--- config.mk ---
export PLATFORM = sky130hd
export DESIGN_NAME = axis_byte_pkt_arb
export DESIGN_NICKNAME = d
export VERILOG_FILES = /design/src/rtl/axis_byte_pkt_arb.sv
export SDC_FILE = /design/constraint.sdc
export NUM_CORES = 1
export LEC_CHECK = 0
export ABC_CLOCK_PERIOD_IN_PS = 4400
export CAP_MARGIN = 0
export CORE_MARGIN = 3
export CORE_UTILIZATION = 40
export CTS_BUF_LIST = sky130_fd_sc_hd__clkbuf_4 sky130_fd_sc_hd__clkbuf_8 sky130_fd_sc_hd__clkbuf_16
export CTS_CLUSTER_SIZE = 40
export DETAILED_ROUTE_END_ITERATION = 12
export PLACE_DENSITY = 0.78
export RECOVER_POWER = 25
export SLEW_MARGIN = 15
export SYNTH_ARGS = -nofsm -noshare
export SYNTH_HDL_FRONTEND = slang
export SYNTH_SLANG_ARGS = --single-unit
--- constraint.sdc ---
create_clock -name aclk -period 4.4 [get_ports aclk]
set_clock_uncertainty 0.05 [all_clocks]
set_input_delay 1.32 -clock aclk [delete_from_list [all_inputs] [get_ports aclk]]
set_output_delay 1.32 -clock aclk [all_outputs]
set_load 0.05 [all_outputs]
--- src/rtl/axis_byte_pkt_arb.sv ---
// Packet-granular round-robin arbiter feeding one byte-wide AXI4-Stream port.
// Packets longer than MAX_LEN are cut with a forced tlast; their remainder is drained.
module axis_byte_pkt_arb #(
    parameter int NUM_SRC = 4,
    parameter int MAX_LEN = 1024,
    parameter int SRC_W   = $clog2(NUM_SRC)
) (
    input  logic                   aclk,
    input  logic                   areset,
    input  logic [8*NUM_SRC-1:0]   s_axis_tdata,
    input  logic [NUM_SRC-1:0]     s_axis_tvalid,
    input  logic [NUM_SRC-1:0]     s_axis_tlast,
    output logic [NUM_SRC-1:0]     s_axis_tready,
    output logic [7:0]             m_axis_tdata,
    output logic                   m_axis_tvalid,
    output logic                   m_axis_tlast,
    output logic [SRC_W-1:0]       m_axis_tuser,
    input  logic                   m_axis_tready,
    output logic [NUM_SRC-1:0]     trunc_err,
    input  logic                   trunc_clr
);

    localparam int LEN_W = $clog2(MAX_LEN);

    typedef enum logic [1:0] {
        ST_IDLE,
        ST_PASS,
        ST_DRAIN
    } state_t;

    state_t             r_state, w_state_nxt;
    logic [SRC_W-1:0]   r_grant, w_grant_nxt;
    logic [SRC_W-1:0]   r_rr_ptr, w_rr_ptr_nxt;
    logic [LEN_W-1:0]   r_len_cnt, w_len_cnt_nxt;
    logic [NUM_SRC-1:0] r_trunc_err, w_trunc_set;

    logic [SRC_W-1:0]   w_pick;
    logic               w_pick_vld;
    logic [SRC_W-1:0]   w_grant_inc;
    logic               w_sel_vld;
    logic               w_sel_last;
    logic               w_at_max;

    // First valid source at or after the round-robin pointer, wrapping.
    always_comb begin
        logic [SRC_W-1:0] w_idx;
        w_pick     = '0;
        w_pick_vld = 1'b0;
        w_idx      = '0;
        for (int unsigned i = 0; i < NUM_SRC; i++) begin
            w_idx = SRC_W'((32'(r_rr_ptr) + i) % NUM_SRC);
            if (!w_pick_vld && s_axis_tvalid[w_idx]) begin
                w_pick     = w_idx;
                w_pick_vld = 1'b1;
            end
        end
    end

    assign w_grant_inc  = (r_grant == SRC_W'(NUM_SRC - 1)) ? '0 : r_grant + SRC_W'(1);
    assign w_sel_vld    = s_axis_tvalid[r_grant];
    assign w_sel_last   = s_axis_tlast[r_grant];
    assign w_at_max     = (r_len_cnt == LEN_W'(MAX_LEN - 1));
    assign m_axis_tdata = s_axis_tdata[{r_grant, 3'b000} +: 8];
    assign m_axis_tuser = r_grant;
    assign trunc_err    = r_trunc_err;

    always_comb begin
        w_state_nxt   = r_state;
        w_grant_nxt   = r_grant;
        w_rr_ptr_nxt  = r_rr_ptr;
        w_len_cnt_nxt = r_len_cnt;
        w_trunc_set   = '0;
        m_axis_tvalid = 1'b0;
        m_axis_tlast  = 1'b0;
        s_axis_tready = '0;
        case (r_state)
            ST_IDLE: begin
                if (w_pick_vld) begin
                    w_grant_nxt   = w_pick;
                    w_len_cnt_nxt = '0;
                    w_state_nxt   = ST_PASS;
                end
            end
            ST_PASS: begin
                m_axis_tvalid          = w_sel_vld;
                m_axis_tlast           = w_sel_last | w_at_max;
                s_axis_tready[r_grant] = m_axis_tready;
                if (w_sel_vld && m_axis_tready) begin
                    // Source tlast takes priority: an exact MAX_LEN packet is not truncated.
                    if (w_sel_last) begin
                        w_state_nxt  = ST_IDLE;
                        w_rr_ptr_nxt = w_grant_inc;
                    end else if (w_at_max) begin
                        w_trunc_set[r_grant] = 1'b1;
                        w_state_nxt          = ST_DRAIN;
                    end else begin
                        w_len_cnt_nxt = r_len_cnt + LEN_W'(1);
                    end
                end
            end
            ST_DRAIN: begin
                s_axis_tready[r_grant] = 1'b1;
                if (w_sel_vld && w_sel_last) begin
                    w_state_nxt  = ST_IDLE;
                    w_rr_ptr_nxt = w_grant_inc;
                end
            end
            default: w_state_nxt = ST_IDLE;
        endcase
    end

    always_ff @(posedge aclk or posedge areset) begin
        if (areset) begin
            r_state     <= ST_IDLE;
            r_grant     <= '0;
            r_rr_ptr    <= '0;
            r_len_cnt   <= '0;
            r_trunc_err <= '0;
        end else begin
            r_state     <= w_state_nxt;
            r_grant     <= w_grant_nxt;
            r_rr_ptr    <= w_rr_ptr_nxt;
            r_len_cnt   <= w_len_cnt_nxt;
            r_trunc_err <= (r_trunc_err & ~{NUM_SRC{trunc_clr}}) | w_trunc_set;
        end
    end

endmodule

== After elaboration in Yosys (flattened, before gate mapping) ==
Cells that the tools add are included.
Storage, ports and cells
  flip-flop bits (word level): 20
  memory bits (writable): 0
  input bits: 44
  memories: 0
  output and inout port bits: 20
  bits in latches: 0
  memory bits (read-only): 0
  logic and storage cells: 94
Cells by class
  eq/ne operators: 11
  multipliers: 0
  order comparisons: 6
  mux-type cells: 45
  bitwise logic cells: 5
  add/sub/neg operators: 5
  div/mod/pow operators: 0
  reductions and logical operators: 16
  shift operators: 1
Operators with widths (number)
  10-bit two-way mux: 4
  32-bit by 6-bit indexed part select with 8-bit output: 1
  2-bit two-way mux: 13
  10-bit case mux with 2 select lines: 1
  4-bit two-way mux: 4
  2-bit by 3-bit < comparator with 1-bit output (second input constant): 5
  1-bit two-way mux: 13
  1-bit binary-select mux with 2-bit select: 6
  2-bit != test (second input constant): 6
  10-bit by 1-bit adder with 10-bit output (second input constant): 1
  10-bit equality test (second input constant): 1
  4-bit AND: 2
  4-bit case mux with 2 select lines: 1
  4-bit AND reduction: 2
  1-bit logical AND: 6
  2-bit case mux with 3 select lines: 1
  5-bit AND reduction: 1
  2-bit by 1-bit adder with 2-bit output (second input constant): 2
  2-bit adder (second input constant): 2
  2-bit equality test (second input constant): 2
  4-bit inverter: 1
  4-bit OR: 1
  2-bit case mux with 2 select lines: 1
  2-bit nonzero test: 2
  other kinds (8): 10

== Logic depth before layout (Yosys ltp) ==
Gate-level depths: netlist of the first run.
  depth in word-level cells: 14
  depth in mapped cells: 8
  gate-level depth less buffers: 6

== Worst setup path before layout of the first run ==
OpenSTA, ideal clock, no wires.
  path type: input port to output port
  start: input s_axis_tlast[3]
  end: output m_axis_tlast
  path buffers: 1
  slack: 0.518 ns
  cell stages on the path: 4
  data arrival time: 2.512 ns
  data required time: 3.030 ns
  path through: mux4_2 -> a41o_1 -> buf_6 -> and2_1
On the way
  longest elaborated chain between the ends: 4
RTL lines
  start: declaration: RTL line 12  | input logic [NUM_SRC-1:0] s_axis_tlast,
  1-bit binary-select mux with 2-bit select: RTL line 61  | assign w_sel_last = s_axis_tlast[r_grant];
  1-bit two-way mux (implied by the code): RTL line 61
  1-bit OR: RTL line 86  | m_axis_tlast = w_sel_last | w_at_max;
  1-bit two-way mux: RTL line 76  | case (r_state)
  end: declaration: RTL line 16  | output logic m_axis_tlast,
No other way between the ends. The select of a mux whose other input is x is not followed.

== Final worst setup path of the first run ==
Same ends and word-level chain as after synthesis.

==> results.md, run 1 <==
* Total of hold buffers inserted after clock tree synthesis at 0
* Sum of negative setup slack at 0 ns
* X dimension of the die at 69.4 um
* Result of the run: completed
* Fraction of power spent switching nets at 50.0%
* Final clock period utilization by the worst path at 94.4%
* Sink count of the clock tree at 20
* CTS clk-pin slew, worst paths at 0.08 ns
* Placed wire-length estimate at 3.49 mm
* Kind of critical path: primary input to output pin
* Fill cell total of the finished layout at 322
* Slew at the pin closest to its max-slew limit at 0.781 ns
* Maximum number of pins on one net before global-route repair at 27
* Number of placement rows at 22
* Most common library cell in the layout ignoring fill and taps: sky130_fd_sc_hd__clkdlybuf4s50_1
* Adder-cell share of the synthesized area at 6.23%
* Yosys warnings at 0
* Buffers inserted by post-CTS timing repair at 0
* Highest Clock Rate at 241 MHz
* Number of nets in the final layout at 283
* Share of flip-flops with an asynchronous set or reset at 100%
* Cell at the root of the clock tree: sky130_fd_sc_hd__clkbuf_8
* Synth Net Count at 221
* # diodes at 0
* Std-Cell Core Area at 3770 um2
* Sum of overflow across all layers after global routing at 0
* Number of pins with negative max-slew slack in the final report at 0
* Main synth FF type: sky130_fd_sc_hd__dfrtp_1
* Buffers on Ports at 63
* Worst voltage drop across the vdd grid at 0.346 mV
* Critical path arrival at 2.78 ns
* Dominant combinational cell family by area after synthesis: simple AND/OR/NAND/NOR gates
* Critical Path Sink Type: output pin
* Minimum clock period after layout at 4.15 ns
* Distinct cells, synth at 41
* First-pass iteration count of the detailed router at 4
* Clock buffer count from CTS at 3
* P per Cell Area at 583 nW/um2
* Post-Synthesis Cell Area at 1610 um2
* Worst Path Max Fanout at 2
* Iteration-0 DRC count of the detailed router at 59
* Number of gates given a new drive strength after cts at 0
* Average footprint of a synthesized cell at 9.51 um2
* Final setup margin at 0.246 ns
* Kind of path behind the tightest hold check: flop to flop
* Gate power share at 67.4%
* Data required, critical path at 3.03 ns
* Internal power consumption at 686 uW
* Number of antenna violations at the first check in global routing at 0
* H-tree levels at 1
* Height of the die at 69.4 um
* Relative max-transition margin at 47.2%
* Post-synthesis mux area share at 15.4%
* Global-route wire length before repair at 7.29 mm
* # IOs at 64
* Leading cell types in the layout, fill and taps excluded: sky130_fd_sc_hd__clkdlybuf4s50_1 (48), sky130_fd_sc_hd__dfrtp_1 (20), sky130_fd_sc_hd__nand2_1 (17)
* Final count of hold timing violations at 0
* Detailed-route wire length at 4.49 mm
* DRC Markers at 0
* Fraction of synthesized cell area in xor and xnor cells at 0%
* Insertion delay to the later sink of the worst-skew pair at 0.26 ns
* Fraction of the mapped netlist area in compound gates at 19.7%
* Max_cap viols at 0
* Routed wire per std cell at 16.2 um
* Routed via count divided by cell count at 5.58
* Number of flip-flops and latches in the synthesized netlist at 20
* Longest Clk Path Bufs at 2
* Ranking of synthesized cells by area: sky130_fd_sc_hd__dfrtp_1 (31%), sky130_fd_sc_hd__mux4_2 (14%), sky130_fd_sc_hd__ha_1 (6.2%)
* Sequential share of power at 22.3%
* Sequential area share after synthesis at 31.1%
* Worst Hold Slack at 0.462 ns
* Cell type with the highest aggregate area in the netlist: sky130_fd_sc_hd__dfrtp_1
* Vias after detailed routing at 1550
* Synthesized instance count at 169
* Share of layout cells above drive strength 1 at 14.8%
* RSZ-0062 raised after global routing: false
* Final GP Congestion at 0.794
* Number of flops mapped to enable cells by yosys at 0
* Area growth, synth to finish at 46.4%
* CTS tree: built
* GRT Total Usage at 18.3%
* Pleak at 0.994 nW
* Effective utilization at floorplan at 42.6%
* Category of the worst setup path launch point: primary input
* Die outline area at 4820 um2
* Final setup viols at 0
* Top-area cell type share of the netlist area at 31.1%
* Remaining antenna violation count after routing at 0
* Synth Area in Simple Gates at 22.9%
* Power spent charging and discharging nets at 687 uW
* Vias in the first global route at 1469
* Share of power burned in the clock network at 10.3%
* Post-Place Worst Slack at 0.236 ns
==> state kept, by name (all words and copies together), names as in the netlist <==
register / cells
r_state: 2
m_axis_tuser: 2
r_rr_ptr: 2
trunc_err: 4
r_len_cnt: 10
==> worst paths after layout <==
path                                             start                        to  slack (ns)  depth (start not counted)
hold reg to reg                 trunc_err[2]$_DFF_PP0_    trunc_err[2]$_DFF_PP0_        0.46                          1
max in group asynchronous                       areset    r_state[1]$_DFFE_PP0P_        2.22                          2
setup / recovery                       s_axis_tlast[3]              m_axis_tlast        0.25                          5
hold / removal                  trunc_err[2]$_DFF_PP0_    trunc_err[2]$_DFF_PP0_        0.46                          1
min in group asynchronous                       areset    trunc_err[3]$_DFF_PP0_        1.59                          2
setup reg to reg           m_axis_tuser[1]$_DFFE_PP0P_  r_len_cnt[2]$_DFFE_PP0P_        1.88                          5
==> cells in the mapped netlist (all sizes together) (5+ instances only) <==
cell type / count
nor2: 6
dfrtp: 20
inv: 8
clkbuf: 6
nand4: 6
nand2: 17
nand3: 5
o21ai: 6
and2: 8
ha: 8
a21oi: 6
mux4: 10
nor2b: 6
==> critical path, stage by stage <==
cell	delay [ns]
sky130_fd_sc_hd__clkdlybuf4s50_1	0.39
sky130_fd_sc_hd__mux4_2	0.50
sky130_fd_sc_hd__a41o_1	0.24
sky130_fd_sc_hd__and2_1	0.15
sky130_fd_sc_hd__buf_4	0.18
==> logic make-up (layout without fill, tap and decap cells) <==
family	count (synthesis)	in the layout
simple gates	67	67
compound gates	44	44
flops	20	20
buf+inv	18	79
mux	12	12
fa+ha+maj	8	8
==> final cells by class <==
class | instances | area, um2 | share of cell area, %
multi-input cells | 131 | 1030 | 43.9
repair buffers | 67 | 676 | 28.7
inverters | 8 | 30.0 | 1.28
clock buffers | 4 | 55.1 | 2.34
flip-flops and latches | 20 | 500 | 21.3
well taps | 48 | 60.1 | 2.55
==> through the flow <==
step	std cells	instance area [um2]	utilization, %	power [mW]
floorplan	169	1610	-	0.960
global placement	274	2300	60.9	1.22
detailed placement	274	2300	60.9	1.23
CTS	278	2350	62.4	1.38
global route	278	2350	62.4	1.46
finish	278	2350	62.4	1.37
==> per-layer routing <==
layer | global-route usage [%] | vias up | wire [um]
met1 | 25.5 | 735 | 1990
met3 | 4.06 | 4 | 178
met2 | 29.9 | 33 | 2290
li1 | - | 778 | -
met5 | 0 | - | 0
met4 | 2.60 | 0 | 29
==> power groups by stage <==
stage | Sequential, mW | Clock [mW] | Combinational, mW
finish | 0.307 | 0.141 | 0.924
global route | 0.315 | 0.154 | 0.994
CTS | 0.305 | 0.147 | 0.928
detailed placement | 0.309 | 0 | 0.925
global placement | 0.307 | 0 | 0.914
floorplan | 0.300 | 0 | 0.660
Note: power is estimated with default switching activity, not from simulation.
==> inputs of run 2 (changes only) <==
--- a/config.mk
+++ b/config.mk
@@ -14,6 +14,7 @@
 export DETAILED_ROUTE_END_ITERATION = 12
 export PLACE_DENSITY = 0.78
 export RECOVER_POWER = 25
+export REMOVE_ABC_BUFFERS = 1
 export SLEW_MARGIN = 15
 export SYNTH_ARGS = -nofsm -noshare
 export SYNTH_HDL_FRONTEND = slang
==> run 2 against run 1 <==
Against the previous run:
- via count increased by 3.2%
- first-iteration DRC count up 58%
- worst setup slack worse by 0.088 ns
- critical path type unchanged
- utilization did not move
- cell count unchanged
- design area unchanged
- non-clock buffer count stayed put
==> results.md, run 2 (synthesis results as in run 1) <==
* Result of the run: completed
* Fill cell total of the finished layout at 341
* Minimum clock period after layout at 4.24 ns
* First-pass iteration count of the detailed router at 5
* Maximum number of pins on one net before global-route repair at 27
* Kind of critical path: primary input to output pin
* Sum of negative setup slack at 0 ns
* P per Cell Area at 582 nW/um2
* Effective utilization at floorplan at 42.6%
* Leading cell types in the layout, fill and taps excluded: sky130_fd_sc_hd__clkdlybuf4s50_1 (48), sky130_fd_sc_hd__dfrtp_1 (20), sky130_fd_sc_hd__nand2_1 (17)
* Pleak at 0.994 nW
* Routed wire per std cell at 16.1 um
* Sum of overflow across all layers after global routing at 0
* Longest individual stage delay on the worst path at 0.54 ns
* Final count of hold timing violations at 0
* X dimension of the die at 69.4 um
* Height of the die at 69.4 um
* Insertion delay to the later sink of the worst-skew pair at 0.27 ns
* Clock buffer count from CTS at 3
* Worst Path Max Fanout at 7
* Area growth, synth to finish at 46.4%
* Highest Clock Rate at 236 MHz
* Relative max-transition margin at 46.7%
* Detailed-route wire length at 4.48 mm
* Internal power consumption at 680 uW
* # diodes at 0
* Std-Cell Core Area at 3770 um2
* Routed via count divided by cell count at 5.76
* CTS clk-pin slew, worst paths at 0.08 ns
* Cell type of the slowest stage on the worst timing path: sky130_fd_sc_hd__mux4_2
* Final GP Congestion at 0.797
* Hold Path Depth at 1
* Most common library cell in the layout ignoring fill and taps: sky130_fd_sc_hd__clkdlybuf4s50_1
* Kind of path behind the tightest hold check: flop to flop
* Worst voltage drop across the vdd grid at 0.268 mV
* CTS tree: built
* Gate power share at 67.1%
* Sink count of the clock tree at 20
* Total of hold buffers inserted after clock tree synthesis at 0
* Cell at the root of the clock tree: sky130_fd_sc_hd__clkbuf_8
* Share of layout cells above drive strength 1 at 14.8%
* Buffers inserted by post-CTS timing repair at 0
* Global-route wire length before repair at 7.48 mm
* H-tree levels at 1
* Number of placement rows at 22
* Largest register by flop count: r_len_cnt
* Number of antenna violations at the first check in global routing at 0
* Vias after detailed routing at 1600
* Category of the worst setup path launch point: primary input
* # IOs at 64
* Vias in the first global route at 1574
* Number of gates given a new drive strength after cts at 0
* Data required, critical path at 3.03 ns
* DRC Markers at 0
* Iteration-0 DRC count of the detailed router at 93
* Number of nets in the final layout at 283
* Share of power burned in the clock network at 10.4%
* Cell-by-cell listing of the critical path: clkdlybuf4s50_1 -> mux4_2 -> a41o_1 -> and2_1 -> buf_4
* Final clock period utilization by the worst path at 96.4%
* Worst Hold Slack at 0.469 ns
* Max_cap viols at 0
* Buffers on Ports at 63
* Power spent charging and discharging nets at 689 uW
* Die outline area at 4820 um2
* GRT Total Usage at 18.6%
* Fraction of power spent switching nets at 50.3%
* Flip-flop count of the largest register after layout at 10
* Longest Clk Path Bufs at 2
* Sequential share of power at 22.5%
* RSZ-0062 raised after global routing: false
* Critical Path Sink Type: output pin
* Critical path arrival at 2.87 ns
* Final setup viols at 0
* Number of cell instances on the worst register-to-register path at 4
* Number of pins with negative max-slew slack in the final report at 0
* Slew at the pin closest to its max-slew limit at 0.798 ns
* Remaining antenna violation count after routing at 0
* Placed wire-length estimate at 3.51 mm
-- run 2: cell counts in the layout (fill, tap and decap cells not counted) --
No cell type changed its count.
-- run 2: final timing paths --
path,from,slack (ns),to
hold reg to reg,r_len_cnt[0]$_DFFE_PP0P_,0.47,r_len_cnt[0]$_DFFE_PP0P_
setup reg to reg,m_axis_tuser[0]$_DFFE_PP0P_,2.04,r_len_cnt[9]$_DFFE_PP0P_
setup / recovery,s_axis_tlast[0],0.16,m_axis_tlast
hold / removal,r_len_cnt[0]$_DFFE_PP0P_,0.47,r_len_cnt[0]$_DFFE_PP0P_
max in group asynchronous,areset,2.20,r_state[1]$_DFFE_PP0P_
min in group asynchronous,areset,1.59,r_len_cnt[2]$_DFFE_PP0P_
-- run 2: area by class of cell --
cell class	count	area (um2)	share of cell area [%]
tap	48	60.1	2.55
timing repair buffer	67	676	28.7
clock buffer	4	55.1	2.34
inverter	8	30.0	1.28
sequential	20	500	21.3
multi-input combinational	131	1030	43.9
-- run 2: through the flow --
stage / setup slack, ns / area (um2) / util (%) / cells / power (mW)
floorplan: 0.548 / 1560 / - / 159 / 0.934
global placement: 0.171 / 2300 / 60.9 / 274 / 1.21
detailed placement: 0.164 / 2300 / 60.9 / 274 / 1.23
CTS: 0.156 / 2350 / 62.4 / 278 / 1.37
global route: 0.119 / 2350 / 62.4 / 278 / 1.46
finish: 0.158 / 2350 / 62.4 / 278 / 1.37
-- run 2: metal layers --
layer	vias up	wire (um)	share of wire (%)	track usage, %
met1	801	1990	44	24.2
li1	768	-	-	-
met2	27	2350	52	33.1
met4	0	30	0.67	2.60
met5	-	0	0	0
met3	4	111	2.5	2.90
-- run 2: power groups by stage --
stage               logic, mW  clock network, mW  registers (mW)
finish                  0.918              0.142           0.308
global placement        0.900                  0           0.310
detailed placement      0.916                  0           0.312
CTS                     0.922              0.145           0.308
global route            0.991              0.153           0.320
floorplan               0.604                  0           0.330
-- run 2: worst max-delay path, delay by kind of cell --
kind	cells	cell delay (ns)
buf+inv	2	0.60
compound gates	1	0.24
simple gates	1	0.15
mux	1	0.54
